===== config.mk =====
export PLATFORM = sky130hd
export DESIGN_NAME = accumulator_sequencer
export DESIGN_NICKNAME = d
export VERILOG_FILES = /design/src/rtl/accumulator_sequencer.sv
export SDC_FILE = /design/constraint.sdc
export NUM_CORES = 1
export LEC_CHECK = 0
export ABC_AREA = 0
export BUFFER_PORTS_ARGS = -buffer_cell sky130_fd_sc_hd__buf_2
export CAP_MARGIN = 30
export CORE_MARGIN = 2
export CORE_UTILIZATION = 35
export DETAILED_ROUTE_END_ITERATION = 16
export HOLD_SLACK_MARGIN = 0.12
export PLACE_DENSITY = 0.67
export SETUP_SLACK_MARGIN = 0.05
export SYNTH_ARGS = -nofsm -noshare
export SYNTH_HDL_FRONTEND = slang
export SYNTH_SLANG_ARGS = --single-unit

===== constraint.sdc =====
create_clock -name clk -period 3.98 [get_ports clk]
set_clock_uncertainty 0.15 [all_clocks]
set_input_delay 0.398 -clock clk [delete_from_list [all_inputs] [get_ports clk]]
set_output_delay 0.398 -clock clk [all_outputs]
set_load 0.05 [all_outputs]

===== src/rtl/accumulator_sequencer.sv =====
// accumulator_sequencer: steps a bit-serial accumulator through
// SETUP, WIDTH serial BIT cycles and WRITE for each accepted operation.
//
// Ports:
//   clk, reset            rising-edge clock, async active-high reset
//   op_valid/op_ready     operation handshake (op_ready = state is IDLE)
//   op_code, operand      000 CLR, 001 LOAD, 010 ADD, 011 SUB, 100 INC,
//                         others NOP; both registered on accept
//   a2x .. sum_to_bus     registered accumulator control strobes
//   carry_out, sum_out    serial feedback from the accumulator
//   result_valid/ready    result handshake, result held until taken
//   result, result_carry  collected sum word and final carry
//   overflow              only with ACC_SEQ_OVERFLOW_EN defined:
//                         carry into MSB xor carry out of MSB
module accumulator_sequencer #(
   parameter int WIDTH = 8
) (
   input  logic             clk,
   input  logic             reset,
   input  logic             op_valid,
   output logic             op_ready,
   input  logic [2:0]       op_code,
   input  logic [WIDTH-1:0] operand,
   output logic             a2x,
   output logic             areg,
   output logic             x_plus_one,
   output logic             x_clear,
   output logic             y_bus,
   output logic             bus,
   output logic             shifted,
   output logic             write_shift,
   output logic             clear,
   output logic             carry_in,
   output logic             sum_to_bus,
   input  logic             carry_out,
   input  logic             sum_out,
   output logic             result_valid,
   input  logic             result_ready,
   output logic [WIDTH-1:0] result,
   output logic             result_carry
`ifdef ACC_SEQ_OVERFLOW_EN
   ,
   output logic             overflow
`endif
);

   localparam int IW = (WIDTH > 1) ? $clog2(WIDTH) : 1;

   localparam logic [2:0] OP_CLR  = 3'b000;
   localparam logic [2:0] OP_LOAD = 3'b001;
   localparam logic [2:0] OP_ADD  = 3'b010;
   localparam logic [2:0] OP_SUB  = 3'b011;
   localparam logic [2:0] OP_INC  = 3'b100;

   typedef enum logic [2:0] {
      S_IDLE,
      S_SETUP,
      S_BIT,
      S_WRITE,
      S_DONE
   } state_t;

   typedef struct packed {
      logic a2x;
      logic areg;
      logic x_plus_one;
      logic x_clear;
      logic y_bus;
      logic bus;
      logic write_shift;
      logic clear;
      logic carry_in;
      logic sum_to_bus;
   } strobe_t;

   state_t           state_q;
   state_t           state_n;
   logic [IW-1:0]    idx_q;
   logic [IW-1:0]    idx_n;
   logic [2:0]       op_q;
   logic [2:0]       op_sel;
   logic [WIDTH-1:0] opnd_q;
   strobe_t          strb_q;
   strobe_t          strb_n;
   logic             valid_q;
   logic [WIDTH-1:0] result_q;
   logic             carry_q;

   logic is_clr;
   logic is_load;
   logic is_add;
   logic is_sub;
   logic is_inc;
   logic is_nop;
   logic is_arith;
   logic first_bit_n;
   logic last_bit;
   logic accept;

   // In IDLE the op is still on the input bus; later it is the
   // registered copy, so SETUP strobes can be decided on accept.
   assign op_sel   = (state_q == S_IDLE) ? op_code : op_q;
   assign is_clr   = (op_sel == OP_CLR);
   assign is_load  = (op_sel == OP_LOAD);
   assign is_add   = (op_sel == OP_ADD);
   assign is_sub   = (op_sel == OP_SUB);
   assign is_inc   = (op_sel == OP_INC);
   assign is_arith = is_add | is_sub | is_inc;
   assign is_nop   = !(is_clr | is_load | is_arith);

   assign op_ready = (state_q == S_IDLE);
   assign accept   = op_valid && op_ready;
   assign last_bit = (idx_q == IW'(WIDTH - 1));

   always_comb begin
      state_n = state_q;
      idx_n   = idx_q;
      case (state_q)
         S_IDLE: begin
            if (op_valid) begin
               state_n = is_nop ? S_DONE : S_SETUP;
            end
            idx_n = '0;
         end
         S_SETUP: begin
            state_n = S_BIT;
            idx_n   = '0;
         end
         S_BIT: begin
            if (last_bit) begin
               state_n = S_WRITE;
            end else begin
               idx_n = idx_q + 1'b1;
            end
         end
         S_WRITE: begin
            state_n = S_DONE;
         end
         S_DONE: begin
            if (result_ready) begin
               state_n = S_IDLE;
            end
         end
         default: begin
            state_n = S_IDLE;
            idx_n   = '0;
         end
      endcase
   end

   // Strobes are registered: decode them for the state being
   // entered so they line up exactly with that state.
   assign first_bit_n = (idx_n == '0);

   always_comb begin
      strb_n = '0;
      case (state_n)
         S_SETUP: begin
            strb_n.x_clear = 1'b1;
            strb_n.clear   = is_clr;
            strb_n.a2x     = is_arith;
         end
         S_BIT: begin
            strb_n.y_bus      = is_load | is_add | is_sub;
            strb_n.areg       = is_arith;
            strb_n.bus        = ((is_load | is_add) & opnd_q[idx_n])
                              | (is_sub & ~opnd_q[idx_n]);
            strb_n.carry_in   = is_sub & first_bit_n;
            strb_n.x_plus_one = is_inc & first_bit_n;
         end
         S_WRITE: begin
            strb_n.sum_to_bus  = 1'b1;
            strb_n.write_shift = 1'b1;
         end
         default: begin
            strb_n = '0;
         end
      endcase
   end

   always_ff @(posedge clk or posedge reset) begin
      if (reset) begin
         state_q  <= S_IDLE;
         idx_q    <= '0;
         op_q     <= OP_CLR;
         opnd_q   <= '0;
         strb_q   <= '0;
         valid_q  <= 1'b0;
         result_q <= '0;
         carry_q  <= 1'b0;
      end else begin
         state_q <= state_n;
         idx_q   <= idx_n;
         strb_q  <= strb_n;
         valid_q <= (state_n == S_DONE);
         if (accept) begin
            op_q     <= op_code;
            opnd_q   <= operand;
            result_q <= '0;
            carry_q  <= 1'b0;
         end
         if (state_q == S_BIT) begin
            result_q[idx_q] <= sum_out;
            if (last_bit) begin
               carry_q <= carry_out;
            end
         end
      end
   end

`ifdef ACC_SEQ_OVERFLOW_EN
   logic carry_pen_q;
   logic ovf_q;

   // Carry out of bit WIDTH-2 is the carry into the sign bit.
   always_ff @(posedge clk or posedge reset) begin
      if (reset) begin
         carry_pen_q <= 1'b0;
         ovf_q       <= 1'b0;
      end else begin
         if (accept) begin
            carry_pen_q <= 1'b0;
            ovf_q       <= 1'b0;
         end
         if (state_q == S_BIT) begin
            if (idx_q == IW'(WIDTH - 2)) begin
               carry_pen_q <= carry_out;
            end
            if (last_bit && is_arith) begin
               ovf_q <= carry_pen_q ^ carry_out;
            end
         end
      end
   end

   assign overflow = ovf_q;
`endif

   assign a2x          = strb_q.a2x;
   assign areg         = strb_q.areg;
   assign x_plus_one   = strb_q.x_plus_one;
   assign x_clear      = strb_q.x_clear;
   assign y_bus        = strb_q.y_bus;
   assign bus          = strb_q.bus;
   assign shifted      = 1'b0;
   assign write_shift  = strb_q.write_shift;
   assign clear        = strb_q.clear;
   assign carry_in     = strb_q.carry_in;
   assign sum_to_bus   = strb_q.sum_to_bus;
   assign result_valid = valid_q;
   assign result       = result_q;
   assign result_carry = carry_q;

endmodule

==> results.py <==
metrics = {
    "drt": {
        "wl_met1_um": 1580,
        "vias": 1360,
        "routed-wl-met2_um": 1610,
        "firstDrtPassIters": 4,
        "wl_met3_um": 164,
        "viasPerCell": 4.98,
        "wl_um": 3460,
        "wl_per_cell_um": 12.7,
        "drtIter0Drc": 101,
        "drcViolationCount": 0,
        "ant_nets": 0,
        "top_layer": "met4",
    },
    "clock_network": {
        "cts.sinks": 36,
        "cts_tree": "built",
        "cts.clk_slew.worst_paths_ns": 0.07,
        "cts-buffers-inserted": 5,
        "clk_latency_ns": 0.28,
        "holdBufCountCts": 1,
        "cts_root_buf": "clkbuf_8",
        "cts_setup_buffers": 0,
        "cts_max_level": 2,
        "clockBufferDepth": 2,
        "cts_resized": 0,
    },
    "logic_synthesis": {
        "yosysTopAreaCellShare": 0.509,
        "synth_edf_count": 0,
        "synth_fp_nets": 187,
        "synthTopCellsByArea": "dfrtp_1, mux2_2, nand3_1, o21ai_0, nand2_1",
        "synth-seq-cells": 36,
        "yosysSeqAreaShare": 0.509,
        "syn_area_um2": 1770,
        "async_flop_share": 1.00,
        "yosysMostFrequentCell": "dfrtp_1",
        "avgSynthCellArea_um2": 10.5,
        "synth_cell_types": 43,
        "yosysTopAreaCell": "dfrtp_1",
        "yosysWarnings": 0,
        "netlist_top_cells_count": "dfrtp_1, nand3_1, o21ai_0",
        "synth-main-ff-cell": "dfrtp_1",
        "synth_cells": 169,
    },
    "setup_path": {
        "path_class": "reg -> reg",
        "crit_path_start_kind": "flip-flop",
        "reg2reg_depth": 7,
        "path_delay_family": "simple AND/OR/NAND/NOR gates",
        "crit_buf_inv": 1,
        "reg2reg_from": "idx_q[0]$_DFF_PP0_",
        "path_cells": "ha_1 -> a21o_1 -> a32o_1 -> nor2_1 -> inv_2 -> or3_1 -> nor3_1",
        "reg2reg_to": "x_plus_one$_DFF_PP0_",
        "ff2ff_setup_slack_ns": 1.55,
        "cp.required_ns": 4.02,
        "crit_fanout": 12,
        "critPathMaxStageDelay_ns": 0.51,
        "crit_arrival_ns": 2.47,
        "crit_slowest_cell": "dfrtp_1",
        "endpoint_kind": "flip-flop",
    },
    "global_routing": {
        "grt_max_degree": 37,
        "grt_pass1_wl_um": 5800,
        "grt_usage": 0.136,
        "gr-total-overflow": 0,
        "antenna_found_initial": 0,
        "grt_pass1_vias": 1288,
    },
    "timing": {
        "period_share": 0.610,
        "rsz0062_at_grt": "no",
        "setup_tns_ns": 0,
        "worstMarginPinSlew_ns": 0.885,
        "worst_slack_ns": 1.55,
        "holdWs_ns": 0.190,
        "worst_slew_margin_rel": 0.409,
        "fmax_mhz": 412,
        "setup_viol": 0,
        "period_needed_ns": 2.43,
        "hold_viol_final": 0,
        "slew_violations": 0,
    },
    "flow_run": {
        "drv_cap": 0,
    },
    "floorplanning": {
        "fp.dieW_um": 75.1,
        "num_io_pins": 39,
        "rows": 25,
        "die-area_um2": 5640,
        "die_y_um": 75.1,
        "start_util": 0.370,
        "core_um2": 4790,
    },
    "worst_hold_path": {
        "hold_class": "in -> reg",
        "hold_start": "operand[6]",
        "hold_end": "opnd_q[6]$_DFFE_PP0P_",
        "holdPathStages": 2,
    },
    "placement": {
        "place_congestion": 0.808,
        "place_inst": 265,
        "dp_hpwl_um": 2500,
        "dp_slack_ns": 1.57,
        "io_buffers": 37,
    },
    "finish": {
        "syn_to_final_growth_pct": 18.5,
        "antennaDiodeCount": 0,
        "utilization": 0.438,
        "drive_gt1_frac": 0.296,
        "fin_cells": 273,
        "nets": 224,
    },
    "power_and_ir_drop": {
        "cellLeakagePower_uw": 0.00102,
        "pwr-share-comb": 0.460,
        "switchingPower_uw": 685,
        "intPower_uw": 904,
        "clkPwrFrac": 0.174,
        "p_sw_frac": 0.431,
        "vdd.ir_drop.worst_uv": 208,
        "seqPwrFrac": 0.366,
        "powerDensity_nw_per_um2": 758,
    },
    "status": {
        "outcome": "finished, final reports clean",
    },
}
[per-layer routing]
| metal | vias to the layer above | GRT usage |
|---|---|---|
| met2 | 33 | 0.212 |
| met5 | - | 0 |
| met4 | 0 | 0.0734 |
| met3 | 10 | 0.0361 |
| met1 | 634 | 0.172 |
| li1 | 683 | - |
[cell families (layout without fill, tap and decap cells)]
group / count (synthesis) / count (layout) / synth area share
other: 1 / 1 / 0.00212
and+or+nand+nor: 65 / 65 / 0.211
adders and majority gates: 1 / 1 / 0.00707
muxes: 15 / 15 / 0.0934
DFF: 36 / 36 / 0.509
xor gates and xnor gates: 1 / 1 / 0.00495
buffers and inverters: 18 / 55 / 0.0502
AOI/OAI and AO/OA: 32 / 32 / 0.122
[stage by stage]
stage / power, uW / cell area (um2)
finish: 1590 / 2100
global route: 1710 / 2100
CTS: 1610 / 2100
floorplan: 1190 / 1770
detailed placement: 1320 / 1990
global placement: 1310 / 1990
[worst max path at each step]
stage,start,to,slack (ns),depth (start not counted)
after CTS,idx_q[0]$_DFF_PP0_,x_plus_one$_DFF_PP0_,1.55,7
after global placement,idx_q[0]$_DFF_PP0_,bus$_DFF_PP0_,1.58,7
after global routing,idx_q[0]$_DFF_PP0_,x_plus_one$_DFF_PP0_,1.39,7
final,idx_q[0]$_DFF_PP0_,x_plus_one$_DFF_PP0_,1.55,7
after detailed placement,idx_q[0]$_DFF_PP0_,x_plus_one$_DFF_PP0_,1.57,7
after floorplan,state_q[0]$_DFF_PP0_,bus$_DFF_PP0_,1.59,7
[sequential cells by signal, indices dropped and copies added, names as in the netlist, 3 cells and up]
register and cells:
opnd_q 8, state_q 3, result 8, idx_q 3, op_q 3
[layout make-up]
| class | count | area (um2) |
|---|---|---|
| fillers | 470 | 2690 |
| repair buffers | 39 | 203 |
| multi-input cells | 115 | 779 |
| flip-flops and latches | 36 | 901 |
| well taps | 67 | 83.8 |
| inverters | 9 | 33.8 |
| clock buffers | 7 | 96.3 |
[power groups by stage]
stage                     clock [uW]  combinational [uW]  sequential (uW)
after floorplan                    0                 524              664
after global placement             0                 723              587
after detailed placement           0                 736              588
after CTS                        287                 738              582
after global routing             300                 807              603
final                            276                 731              582
[cells in the final DEF (no fill, tap or decap), drive strengths merged, types with 2 or more instances in the layout]
| cell type | count |
|---|---|
| o2111ai | 2 |
| a31oi | 2 |
| mux2i | 3 |
| mux2 | 12 |
| nand3 | 18 |
| a21oi | 2 |
| nand4 | 3 |
| nor3b | 3 |
| nor2b | 5 |
| dfrtp | 36 |
| o221ai | 2 |
| nand2 | 9 |
| or3 | 2 |
| nor2 | 9 |
| nor3 | 5 |
| nand3b | 2 |
| and2 | 2 |
| a21boi | 2 |
| inv | 9 |
| buf | 38 |
| o21ai | 13 |
| clkbuf | 7 |
| o32a | 2 |
| and3 | 3 |
| nor4 | 2 |
Note: power is estimated with default switching activity, not from simulation.
